$ cat src/rtl/code_bank_register.sv
`timescale 1ns/1ps
`default_nettype none
// ============================================================================
//  Module      : code_bank_register
//  Description : Multi-slot scrambled passcode bank with a constant-time
//                serial compare engine, per-slot valid flags, slot clearing
//                and registered scrambled readback.
//  Revision    : 1.0 - initial multi-slot release
// ============================================================================
module code_bank_register #(
   parameter int                  DIGITS = 4,
   parameter int                  SLOTS  = 4,
   parameter logic [4*DIGITS-1:0] PERM   = 16'h2103,
   localparam int                 CW     = 4 * DIGITS,
   localparam int                 SW     = (SLOTS > 1) ? $clog2(SLOTS) : 1
) (
   input  logic             clk,
   input  logic             rst_n,
   input  logic             wr_en,
   input  logic [SW-1:0]    wr_slot,
   input  logic [CW-1:0]    wr_code,
   input  logic             clr_en,
   output logic             wr_ack,
   output logic             wr_err,
   input  logic             cmp_start,
   input  logic [SW-1:0]    cmp_slot,
   input  logic [CW-1:0]    cmp_code,
   output logic             cmp_busy,
   output logic             cmp_done,
   output logic             cmp_match,
   output logic [SLOTS-1:0] slot_valid,
   input  logic [SW-1:0]    rd_slot,
   output logic [CW-1:0]    rd_data
);

   localparam int CNTW = (DIGITS > 1) ? $clog2(DIGITS) : 1;

   typedef enum logic [1:0] {
      IDLE = 2'd0,
      CMP  = 2'd1,
      DONE = 2'd2
   } state_t;

   state_t          state;
   state_t          state_nxt;

   logic [CW-1:0]   slot_data [SLOTS];
   logic [CW-1:0]   wr_scr;
   logic [CW-1:0]   cmp_scr;
   logic [CW-1:0]   cand;
   logic [SW-1:0]   cur_slot;
   logic [CNTW-1:0] cnt;
   logic            acc;
   logic [3:0]      snap0;

   logic [CW-1:0]   rd_sel;
   logic [CW-1:0]   cmp_sel;
   logic [3:0]      start_sel;
   logic            cmp_valid;

   logic            wr_req;
   logic            wr_in_range;
   logic            wr_hit_busy;
   logic            wr_reject;
   logic            wr_do;
   logic            accept;
   logic            last_digit;
   logic [3:0]      stored_nib;
   logic            nib_eq;

   // Nibble permutation: stored nibble k takes plain nibble PERM field k.
   for (genvar k = 0; k < DIGITS; k++) begin : g_perm
      localparam int SRC = int'(PERM[4*k +: 4]);
      assign wr_scr[4*k +: 4]  = wr_code[4*SRC +: 4];
      assign cmp_scr[4*k +: 4] = cmp_code[4*SRC +: 4];
   end

   assign wr_req      = wr_en | clr_en;
   assign wr_in_range = (int'(wr_slot) < SLOTS);
   assign wr_hit_busy = (state == CMP) && (wr_slot == cur_slot);
   assign wr_reject   = ~wr_in_range | wr_hit_busy;
   assign wr_do       = wr_req & ~wr_reject;

   // Per-slot storage; clear wins over write.
   for (genvar s = 0; s < SLOTS; s++) begin : g_slot
      logic [CW-1:0] data;
      logic          vld;

      // Slot register update on an accepted write or clear addressed here
      always_ff @(posedge clk or negedge rst_n) begin
         if (!rst_n) begin
            data <= '0;
            vld  <= 1'b0;
         end else if (wr_do && (wr_slot == SW'(s))) begin
            if (clr_en) begin
               data <= '0;
               vld  <= 1'b0;
            end else begin
               data <= wr_scr;
               vld  <= 1'b1;
            end
         end
      end

      assign slot_data[s]  = data;
      assign slot_valid[s] = vld;
   end

   // Slot selection for readback, the running compare and compare capture
   always_comb begin
      rd_sel    = '0;
      cmp_sel   = '0;
      start_sel = '0;
      cmp_valid = 1'b0;
      for (int s = 0; s < SLOTS; s++) begin
         if (rd_slot == SW'(s)) begin
            rd_sel = slot_data[s];
         end
         if (cur_slot == SW'(s)) begin
            cmp_sel   = slot_data[s];
            cmp_valid = slot_valid[s];
         end
         if (cmp_slot == SW'(s)) begin
            start_sel = slot_data[s][3:0];
         end
      end
   end

   // Write handshake pulses, one cycle after the request
   always_ff @(posedge clk or negedge rst_n) begin
      if (!rst_n) begin
         wr_ack <= 1'b0;
         wr_err <= 1'b0;
      end else begin
         wr_ack <= wr_req & ~wr_reject;
         wr_err <= wr_req & wr_reject;
      end
   end

   // Registered scrambled readback; out-of-range slots read as zero
   always_ff @(posedge clk or negedge rst_n) begin
      if (!rst_n) begin
         rd_data <= '0;
      end else begin
         rd_data <= rd_sel;
      end
   end

   assign accept     = (state == IDLE) && cmp_start;
   assign last_digit = (cnt == CNTW'(DIGITS - 1));
   // Digit 0 uses the value captured at acceptance so a same-edge write
   // cannot influence it; later digits read the live slot.
   assign stored_nib = (cnt == '0) ? snap0 : cmp_sel[{cnt, 2'b00} +: 4];
   assign nib_eq     = (cand[{cnt, 2'b00} +: 4] == stored_nib);

   // Compare FSM state register
   always_ff @(posedge clk or negedge rst_n) begin
      if (!rst_n) begin
         state <= IDLE;
      end else begin
         state <= state_nxt;
      end
   end

   // Compare FSM next state and status outputs
   always_comb begin
      state_nxt = state;
      cmp_busy  = 1'b0;
      cmp_done  = 1'b0;
      case (state)
         IDLE: begin
            if (cmp_start) begin
               state_nxt = CMP;
            end
         end
         CMP: begin
            cmp_busy = 1'b1;
            if (last_digit) begin
               state_nxt = DONE;
            end
         end
         DONE: begin
            cmp_done  = 1'b1;
            state_nxt = IDLE;
         end
         default: begin
            state_nxt = IDLE;
         end
      endcase
   end

   // Compare datapath: capture, fixed-length nibble walk, result latch
   always_ff @(posedge clk or negedge rst_n) begin
      if (!rst_n) begin
         cand      <= '0;
         cur_slot  <= '0;
         cnt       <= '0;
         acc       <= 1'b0;
         snap0     <= '0;
         cmp_match <= 1'b0;
      end else if (accept) begin
         cand      <= cmp_scr;
         cur_slot  <= cmp_slot;
         cnt       <= '0;
         acc       <= 1'b1;
         snap0     <= start_sel;
         cmp_match <= 1'b0;
      end else if (state == CMP) begin
         cnt <= cnt + CNTW'(1);
         acc <= acc & nib_eq;
         if (last_digit) begin
            cmp_match <= acc & nib_eq & cmp_valid;
         end
      end
   end

endmodule
`default_nettype wire

$ cat config.mk
export PLATFORM = sky130hd
export DESIGN_NAME = code_bank_register
export DESIGN_NICKNAME = d
export VERILOG_FILES = /design/src/rtl/code_bank_register.sv
export SDC_FILE = /design/constraint.sdc
export NUM_CORES = 1
export LEC_CHECK = 0
export ABC_AREA = 1
export BUFFER_PORTS_ARGS = -buffer_cell sky130_fd_sc_hd__clkbuf_2
export CAP_MARGIN = 5
export CORE_ASPECT_RATIO = 0.6
export CORE_MARGIN = 2
export CORE_UTILIZATION = 28
export CTS_CLUSTER_DIAMETER = 80
export CTS_CLUSTER_SIZE = 12
export DETAILED_ROUTE_END_ITERATION = 12
export PLACE_DENSITY = 0.43
export SETUP_SLACK_MARGIN = 0.5
export SLEW_MARGIN = 20
export SYNTH_ARGS = -nofsm -noshare
export SYNTH_HDL_FRONTEND = slang
export SYNTH_SLANG_ARGS = --single-unit
$ cat constraint.sdc
create_clock -name clk -period 2.3 [get_ports clk]
set_clock_uncertainty 0.2 [all_clocks]
set_input_delay 0.46 -clock clk [delete_from_list [all_inputs] [get_ports clk]]
set_output_delay 0.46 -clock clk [all_outputs]
set_load 0.1 [all_outputs]
==> impl_metrics.json <==
{
  "status": "complete, no violations",
  "critPathTopFamily": "buffers and inverters",
  "gp_congestion": 0.8408,
  "synth_top_area_share_pct": 50.02,
  "final_nets": 915,
  "cp_slowest_stage_delay_ps": 460,
  "globalRouteOverflowTotal": 0,
  "dieArea_um2": 21560,
  "cts.sinks": 114,
  "cts_tree": "done",
  "grt_max_degree": 39,
  "cp_num_buf_inv": 6,
  "cp_common_cell": "buf_6",
  "final_area_um2": 8344,
  "final-setup-viol-count": 0,
  "synth_largest_area_cell": "dfrtp_1",
  "multi_input_area_um2": 2620,
  "power_density_nw_per_um2": 1402,
  "hold_path.class": "in2reg",
  "yosys-top-cells-area": "dfrtp_1, nand2_1, o21ai_0, inv_1, nand3_1",
  "clk_path_buf_depth": 2,
  "antenna_found_initial": 0,
  "yosys.area_share.simple_pct": 20.62,
  "synth_xor_area_share_pct": 0,
  "finalWirelength_um": 21400,
  "antennaDiodeCount": 0,
  "ys_seq_area_share_pct": 50.02,
  "fillers": 1979,
  "avgSynthCellArea_um2": 7.676,
  "fmax_ghz": 0.4596,
  "wl_per_cell_um": 18.51,
  "ys_ff_latch": 114,
  "syn_inst": 743,
  "drc_errors": 0,
  "numCtsBuffers": 17,
  "synth_top_family_by_area": "simple AND/OR/NAND/NOR gates",
  "area_delta_synth_final_pct": 46.31,
  "instances_no_fill": 1156,
  "synth_ff_type": "dfrtp_1",
  "vias": 5594,
  "io_pins": 68,
  "ant_nets": 0,
  "die_w_um": 188.2,
  "num_rows": 40,
  "synthArstFlopShare_pct": 100.0,
  "finalSetupTns_ps": 0,
  "yosysWarnings": 0,
  "synth-edff-count": 0,
  "crit_type": "reg2reg",
  "cts-root-buf": "clkbuf_16",
  "total_power_mw": 11.70,
  "crit_chain": "buf_6 -> o2111ai_4 -> o21ai_4 -> buf_4 -> buf_6 -> nor3_4 -> buf_6 -> buf_8 -> buf_16 -> nand2_2 -> o21ai_1",
  "drv_cap": 0,
  "muxShareOfSynthArea_pct": 0.7898,
  "vdd_drop_max_mv": 0.6914,
  "slowest_stage": "dfrtp_2",
  "syn_area_um2": 5703,
  "port_buffers": 67,
  "hpwl_um": 12830,
  "die_y_um": 114.5,
  "critPathArrivalTime_ps": 2320,
  "syn-num-nets": 788,
  "dpl_cell_area_um2": 6548,
  "final_cell_mix": "nand2_1, inv_1, dfrtp_1",
  "seq_area_um2": 2855,
  "grt_usage_pct": 19.60,
  "yosys.area_share.adder_pct": 0.4388,
  "layout_commonest_cell": "nand2_1",
  "start_util_pct": 28.56,
  "rsz0062_at_grt": "yes",
  "grt_pass1_vias": 5275,
  "fin_crit_ps": 2176,
  "worstSetupEndpointType": "register",
  "first_iter_violations": 502,
  "vias_per_cell": 4.839,
  "dpl.cell_count": 1075,
  "tightest_slew_ps": 752.1,
  "layout-drive-gt1-share_pct": 31.26,
  "clk-insertion-delay-late_ps": 420,
  "floorplan.core_area_um2": 19970,
  "synth_compound_area_share_pct": 16.87,
  "critPathLaunchType": "register",
  "grt_pass1_wl_um": 31360,
  "maxSlewViolCount": 0,
  "synth_cell_types": 33,
  "p_leak_nw": 4.114,
  "htreeDepth": 4,
  "worstPathRequired_ps": 2450,
  "fin_crit_sh_pct": 94.59,
  "finalHoldViolations": 0,
  "slew_headroom_pct": 49.74,
  "cts.clk_slew.worst_paths_ps": 60,
  "drt_pass1_iterations": 5,
  "crit_fanout": 8
}
## cell usage after synthesis, types with 6 or more instances
cell type  count
dfrtp_1      114
nand3_1       33
a21oi_1       21
buf_2         12
clkbuf_1      18
buf_4          6
o21ai_0      104
nand2_1      210
nor2_1        37
o22ai_1       15
inv_1        118
o21ai_1       14
## sequential cells by signal, indices dropped and copies added, names as in the netlist
register,cells
wr_ack,1
snap0,4
g_slot.vld,4
acc,1
cur_slot,2
rd_data,16
cnt,2
cand,16
cmp_match,1
state,2
wr_err,1
g_slot.data,64
## worst register-to-register path: stages (launching register included)
cell	delay, ps
dfrtp_2	460
buf_6	160
o2111ai_4	220
o21ai_4	100
buf_4	140
buf_6	110
nor3_4	120
buf_6	150
buf_8	130
buf_16	170
nand2_2	60
o21ai_1	80
## final cells by class
type,instances,share of cell area [%]
clock buffer,21,5.398
clock inverter,11,1.919
inverter,122,5.758
multi-input combinational,470,31.40
sequential,114,34.22
tap,273,4.094
timing repair buffer,145,17.21
## logic make-up after synthesis
kind of cell / count (synthesis)
DFF: 114
buffers and inverters: 159
and+or+nand+nor: 290
adders and majority gates: 2
AOI/OAI and AO/OA: 174
muxes: 4
## stage by stage
stage / hold slack [ps] / setup WS [ps] / util [%]
6_report: 37.23 / 124.3 / 41.79
2_1_floorplan: -35.59 / 450.2 / -
3_5_place_dp: 260.1 / 16.28 / 32.79
3_3_place_gp: 258.8 / 60.24 / 32.79
4_1_cts: 29.76 / 199.5 / 38.80
5_1_grt: 40.48 / 71.96 / 41.79
## layer usage
| layer | global-route usage (%) | wire length (µm) | vias up |
|---|---|---|---|
| met2 | 26.30 | 8635 | 199 |
| met4 | 5.144 | 163 | 0 |
| met5 | 0 | 0 | - |
| met1 | 30.74 | 11100 | 2749 |
| met3 | 4.566 | 1500 | 13 |
| li1 | - | - | 2633 |
## worst paths after layout
check,depth (start not counted),slack (ps),endpoint,start
worst min register to register,2,270,cand[13],cand[13]
worst min-delay path,3,40,cand[5],cmp_code[1]
worst max register to register,11,120,g_slot[0].data[2],cur_slot[0]
max in group asynchronous,3,920,g_slot[2].data[8],rst_n
min in group asynchronous,2,380,rd_data[2],rst_n
worst max-delay path,11,120,g_slot[0].data[2],cur_slot[0]
## what timing repair did
item	in CTS	in global routing
endpoints found under the hold margin	33	0
cloned	4	6
hold buffers	1	0
pin swaps	9	17
buffers inserted	26	12
gates resized for setup	81	137
endpoints found under the setup margin	94	76
## power by group
part           total (mW)  internal, mW  switching (mW)  leakage, nW
clock network        2.80          1.83           0.967        0.297
registers            3.05          2.68           0.372         1.46
logic                5.86          2.03            3.82         2.36
total                11.7          6.54            5.16         4.11
(Power assumes the default switching activity.)
